<file path="config.mk">
export PLATFORM = sky130hd
export DESIGN_NAME = mole_hit_judge
export DESIGN_NICKNAME = d
export VERILOG_FILES = /design/src/rtl/mole_hit_judge.sv
export SDC_FILE = /design/constraint.sdc
export NUM_CORES = 1
export LEC_CHECK = 0
export BUFFER_PORTS_ARGS = -buffer_cell sky130_fd_sc_hd__buf_2
export CAP_MARGIN = 20
export CELL_PAD_IN_SITES_DETAIL_PLACEMENT = 0
export CELL_PAD_IN_SITES_GLOBAL_PLACEMENT = 1
export CORE_ASPECT_RATIO = 0.7
export CORE_MARGIN = 2
export CORE_UTILIZATION = 30
export CTS_BUF_LIST = sky130_fd_sc_hd__clkbuf_2
export DETAILED_ROUTE_END_ITERATION = 10
export GPL_ROUTABILITY_DRIVEN = 0
export MAX_ROUTING_LAYER = met4
export PLACE_DENSITY = 0.63
export SLEW_MARGIN = 25
export SYNTH_ARGS = -nofsm -noshare
export SYNTH_HDL_FRONTEND = slang
export SYNTH_SLANG_ARGS = --single-unit
</file>
<file path="constraint.sdc">
create_clock -name i_clk -period 2.6 [get_ports i_clk]
set_input_delay 0.39 -clock i_clk [delete_from_list [all_inputs] [get_ports i_clk]]
set_output_delay 0.39 -clock i_clk [all_outputs]
set_load 0.05 [all_outputs]
</file>
<file path="src/rtl/mole_hit_judge.sv">
// Whack-a-mole hit judge: latches mole positions, scores hits, counts misses, requests new positions.
// Define MOLE_WRONG_PENALTY_EN to make a wrong press in ARMED cost one point (floored at 0).
module mole_hit_judge #(
  parameter int SCORE_W      = 7,
  parameter int MAX_MISSES   = 3,
  parameter int HIT_TIMEOUT  = 16,
  parameter int FLASH_CYCLES = 8
) (
  input  logic               i_clk,
  input  logic               i_rst_n,
  input  logic [2:0]         i_mole_position,
  input  logic               i_position_changed,
  input  logic [4:0]         i_btn,
  input  logic               i_restart,
  output logic               o_change_position,
  output logic [SCORE_W-1:0] o_score,
  output logic [3:0]         o_misses,
  output logic               o_game_over,
  output logic               o_hit_flash
);

  localparam int TMO_W   = (HIT_TIMEOUT > 2) ? $clog2(HIT_TIMEOUT) : 1;
  localparam int FLASH_W = $clog2(FLASH_CYCLES + 1);

  typedef enum logic [1:0] {IDLE, ARMED, WAIT_CHG, OVER} state_t;

  state_t             state_q, state_d;
  logic [2:0]         mole_q, mole_d;
  logic [4:0]         btn_q;
  logic [SCORE_W-1:0] score_q, score_d;
  logic [3:0]         misses_q, misses_d;
  logic [TMO_W-1:0]   tmo_q, tmo_d;
  logic [FLASH_W-1:0] flash_q, flash_d;
  logic               change_q, change_d;

  logic [4:0] press;
  logic [7:0] press_ext;
  logic       hit;
  logic       wrong_press;
  logic       new_pos_valid;
  logic [3:0] misses_inc;

  // Positions 5-7 mean "no mole", so the padded press vector can never hit there.
  always_comb begin
    press         = i_btn & ~btn_q;
    press_ext     = {3'b000, press};
    hit           = press_ext[mole_q];
    wrong_press   = (press != 5'd0) && !hit;
    new_pos_valid = (i_mole_position < 3'd5);
    misses_inc    = (misses_q >= 4'(MAX_MISSES)) ? misses_q : misses_q + 4'd1;
  end

  always_comb begin
    state_d  = state_q;
    mole_d   = mole_q;
    score_d  = score_q;
    misses_d = misses_q;
    tmo_d    = tmo_q;
    change_d = 1'b0;
    flash_d  = (flash_q != '0) ? flash_q - 1'b1 : flash_q;

    if (i_restart) begin
      score_d  = '0;
      misses_d = '0;
      flash_d  = '0;
      tmo_d    = '0;
      mole_d   = 3'd5;
      state_d  = IDLE;
      change_d = 1'b1;
    end else begin
      case (state_q)
        IDLE: begin
          if (i_position_changed) begin
            mole_d  = i_mole_position;
            state_d = new_pos_valid ? ARMED : IDLE;
          end
        end
        ARMED: begin
          if (hit) begin
            score_d = (score_q == '1) ? score_q : score_q + 1'b1;
            flash_d = FLASH_W'(FLASH_CYCLES);
            // A hit racing a strobe is scored, but the generator already moved on, so no request.
            if (i_position_changed) begin
              mole_d  = i_mole_position;
              state_d = new_pos_valid ? ARMED : IDLE;
            end else begin
              change_d = 1'b1;
              tmo_d    = '0;
              state_d  = WAIT_CHG;
            end
          end else begin
`ifdef MOLE_WRONG_PENALTY_EN
            if (wrong_press && (score_q != '0)) begin
              score_d = score_q - 1'b1;
            end
`endif
            if (i_position_changed) begin
              misses_d = misses_inc;
              mole_d   = i_mole_position;
              if (misses_inc == 4'(MAX_MISSES)) begin
                state_d = OVER;
              end else begin
                state_d = new_pos_valid ? ARMED : IDLE;
              end
            end
          end
        end
        WAIT_CHG: begin
          if (i_position_changed) begin
            mole_d  = i_mole_position;
            state_d = new_pos_valid ? ARMED : IDLE;
          end else if (tmo_q == TMO_W'(HIT_TIMEOUT - 1)) begin
            change_d = 1'b1;
            tmo_d    = '0;
          end else begin
            tmo_d = tmo_q + 1'b1;
          end
        end
        OVER: begin
          state_d = OVER;
        end
        default: begin
          state_d = IDLE;
        end
      endcase
    end
  end

  always_ff @(posedge i_clk or negedge i_rst_n) begin
    if (!i_rst_n) begin
      state_q  <= IDLE;
      mole_q   <= 3'd5;
      btn_q    <= '0;
      score_q  <= '0;
      misses_q <= '0;
      tmo_q    <= '0;
      flash_q  <= '0;
      change_q <= 1'b0;
    end else begin
      state_q  <= state_d;
      mole_q   <= mole_d;
      btn_q    <= i_btn;
      score_q  <= score_d;
      misses_q <= misses_d;
      tmo_q    <= tmo_d;
      flash_q  <= flash_d;
      change_q <= change_d;
    end
  end

  assign o_change_position = change_q;
  assign o_score           = score_q;
  assign o_misses          = misses_q;
  assign o_game_over       = (state_q == OVER);
  assign o_hit_flash       = (flash_q != '0);

endmodule
</file>
==> results.sh <==
export IMPL_outcome="finished clean"
export IMPL_cts_repair_timing_setup_buffer_count=0
export IMPL_ys_ff_latch=30
export IMPL_grt_start_max_net_pins=31
export IMPL_root_buffer="sky130_fd_sc_hd__clkbuf_2"
export IMPL_final_setup_tns_ns=0
export IMPL_timing_final_hold_violations=0
export IMPL_ys_async_sr_fraction_pct=100.0
export IMPL_num_io_pins=26
export IMPL_max_slew_margin_pct=52.88
export IMPL_syn2layout_area_growth_pct=12.98
export IMPL_worstSkewPairLatency_ns=0.36
export IMPL_timing_hold_worst_class="input port to async pin"
export IMPL_cp_num_buf_inv=2
export IMPL_rsz0062_at_grt="no"
export IMPL_path_delay_family="simple AND/OR/NAND/NOR gates"
export IMPL_cts_resized=0
export IMPL_power_mw=1.205
export IMPL_max_stage_delay_ns=0.51
export IMPL_synth_enable_flop_cells=0
export IMPL_launching_element_of_the_worst_setup_path="flash_q[0]$_DFF_PN0_"
export IMPL_path_max_fanout=4
export IMPL_yosysWarningCount=0
export IMPL_grt_overflow_total=0
export IMPL_end_kind="output pin"
export IMPL_route_vias_total=1290
export IMPL_fp_coreArea_um2=5313
export IMPL_grt_util_all_layers_pct=13.31
export IMPL_top_library_cells_by_usage_in_the_layout_fill_and_taps_aside="28 x sky130_fd_sc_hd__dfrtp_1, 25 x sky130_fd_sc_hd__buf_2, 17 x sky130_fd_sc_hd__nor2_1"
export IMPL_first_iter_violations=66
export IMPL_syn_num_nets=185
export IMPL_tritoncts_clock_tree="done"
export IMPL_antenna_cells=0
export IMPL_routedWlPerCell_um=13.34
export IMPL_synth_lib_cells_used_distinct=51
export IMPL_syn_inst=164
export IMPL_fillCellCount=535
export IMPL_avgSynthCellArea_um2=10.17
export IMPL_die_area_um2=6182
export IMPL_critical_path_cell_by_cell="inv_1 > ha_1 > or3b_2 > buf_2"
export IMPL_finalMaxSlewViolations=0
export IMPL_grt_pass1_wl_mm=6.099
export IMPL_worstMarginPinSlew_ns=0.7067
export IMPL_multiInputGateArea_um2=834.6
export IMPL_synthFlopType="sky130_fd_sc_hd__dfrtp_1"
export IMPL_io_buffer_count=25
export IMPL_hold_buffers=0
export IMPL_cts_path_max_buffers=2
export IMPL_post_route_cells_drive_above_1_share_pct=21.58
export IMPL_finalWirelength_mm=3.495
export IMPL_timing_worst_setup_path_type="flip-flop to output pin"
export IMPL_drt_drc_violations_left=0
export IMPL_htree_levels=2
export IMPL_ir_drop_mv=0.2170
export IMPL_dp_final_hpwl_mm=2.449
export IMPL_timing_critical_path_required_ns=2.21
export IMPL_fmax_ghz=0.4608
export IMPL_critPathSlowestCell="sky130_fd_sc_hd__or3b_2"
export IMPL_cts_sinks=30
export IMPL_cts_buffers_inserted=5
export IMPL_layout_nets=210
export IMPL_first_global_vias=1316
export IMPL_rows=22
export IMPL_synthesis_area_um2=1668
export IMPL_p_leak_nw=0.8786
export IMPL_initial_standard_cell_utilization_of_the_core_pct=31.39
export IMPL_layout_min_cycle_time_ns=2.170
export IMPL_seq_area_um2=753.2
export IMPL_die_h_um=66.39
export IMPL_powerDensity_nw_per_um2=639.4
export IMPL_final_core_utilization_pct=35.47
export IMPL_setup_viol_count_final=0
export IMPL_dieWidth_um=93.12
export IMPL_timing_critical_path_from_type="flip-flop"
export IMPL_timing_final_crit_share_pct=83.46
export IMPL_critical_path_reg2reg_startpoint="mole_q[0]$_DFFE_PN1P_"
export IMPL_firstDrtPassIters=4
export IMPL_yosysSeqAreaShare_pct=45.16
export IMPL_cts_clk_slew_worst_paths_ns=0.16
export IMPL_drv_cap=0
export IMPL_commonest_non_fill_non_tap_cell_in_the_layout="sky130_fd_sc_hd__dfrtp_1"
export IMPL_skew_ns=0.004439
export IMPL_detail_route_vias_per_cell=4.924
export IMPL_critical_path_arrival_ns=1.78
export IMPL_final_antenna_net_count=0
export IMPL_antenna_found_initial=0
[cell families (layout without fill, tap and decap cells)]
kind of cell | after synthesis | count (layout) | synth area share (%)
AOI/OAI and AO/OA | 29 | 29 | 14.70
xor gates and xnor gates | 7 | 7 | 3.676
adders and majority gates | 9 | 9 | 6.752
buffers and inverters | 18 | 44 | 4.801
DFF | 30 | 30 | 45.16
muxes | 5 | 5 | 3.076
and+or+nand+nor | 66 | 66 | 21.83
[power breakdown]
| group | leakage [nW] | total [mW] | internal [mW] | switching, mW |
|---|---|---|---|---|
| Clock | 0.0255 | 0.222 | 0.0575 | 0.164 |
| Combinational | 0.460 | 0.424 | 0.164 | 0.260 |
| Sequential | 0.393 | 0.559 | 0.512 | 0.0463 |
[synth_stat cells (3+ instances only)]
library cell | n | area, µm²
sky130_fd_sc_hd__clkbuf_1 | 4 | 15.01
sky130_fd_sc_hd__and2_1 | 3 | 18.77
sky130_fd_sc_hd__mux2i_1 | 4 | 40.04
sky130_fd_sc_hd__o21ai_0 | 4 | 20.02
sky130_fd_sc_hd__nand2b_1 | 10 | 62.56
sky130_fd_sc_hd__ha_1 | 9 | 112.6
sky130_fd_sc_hd__nand4_1 | 3 | 18.77
sky130_fd_sc_hd__xor2_1 | 6 | 52.55
sky130_fd_sc_hd__nor2_1 | 17 | 63.81
sky130_fd_sc_hd__inv_1 | 10 | 37.54
sky130_fd_sc_hd__or3_1 | 3 | 18.77
sky130_fd_sc_hd__nor3_1 | 4 | 20.02
sky130_fd_sc_hd__nand3b_1 | 3 | 22.52
sky130_fd_sc_hd__nand3_1 | 6 | 30.03
sky130_fd_sc_hd__nand2_1 | 6 | 22.52
sky130_fd_sc_hd__a21oi_1 | 3 | 15.01
sky130_fd_sc_hd__dfrtp_1 | 28 | 700.7
[registers in the layout, indices dropped and copies added (netlist names)]
register	flops
o_score	7
btn_q	5
flash_q	4
o_misses	4
tmo_q	4
mole_q	3
state_q	2
o_change_position	1
[through the flow]
step           hold slack, ns  area [µm²]  setup WS, ns  std cells
2_1_floorplan         0.09441        1668        0.5976        164
3_3_place_gp           0.4735        1848        0.6306        254
3_5_place_dp           0.4915        1848        0.5991        254
4_1_cts               0.05590        1884        0.4056        262
5_1_grt               0.06073        1884        0.2946        262
6_report              0.04590        1884        0.4300        262
[path summary, 6_finish.rpt]
kind / endpoint / slack, ns / depth (start not counted)
max in group asynchronous: btn_q[1]$_DFF_PN0_ / 2.09 / 1
min in group i_clk: btn_q[2]$_DFF_PN0_ / 0.14 / 1
worst min-delay path: tmo_q[1]$_DFFE_PN0P_ / 0.05 / 1
worst min register to register: o_score[6]$_DFFE_PN0P_ / 0.57 / 2
worst max register to register: tmo_q[3]$_DFFE_PN0P_ / 0.59 / 7
worst max-delay path: o_hit_flash / 0.43 / 4
[worst register-to-register path: stages (launching register included)]
cell                      delay (ns)
sky130_fd_sc_hd__dfstp_2        0.58
sky130_fd_sc_hd__and2b_1        0.18
sky130_fd_sc_hd__a221o_1        0.30
sky130_fd_sc_hd__o21ai_2        0.13
sky130_fd_sc_hd__buf_4          0.20
sky130_fd_sc_hd__o21ba_4        0.17
sky130_fd_sc_hd__o21a_1         0.24
sky130_fd_sc_hd__o32ai_2        0.12
[cell type report]
class	count	area share, %
clock buffers	5	1.328
multi-input cells	116	44.29
flip-flops and latches	30	39.97
inverters	10	1.992
well taps	72	4.781
repair buffers	26	7.038
clock inverters	3	0.5976
[per-layer routing]
metal,routed length [µm],vias up,track usage (%)
met5,0,-,-
met4,38,0,4.963
met3,160,4,3.649
met2,1552,23,20.83
met1,1743,635,16.61
li1,-,628,-
Note: power is estimated with default switching activity, not from simulation.
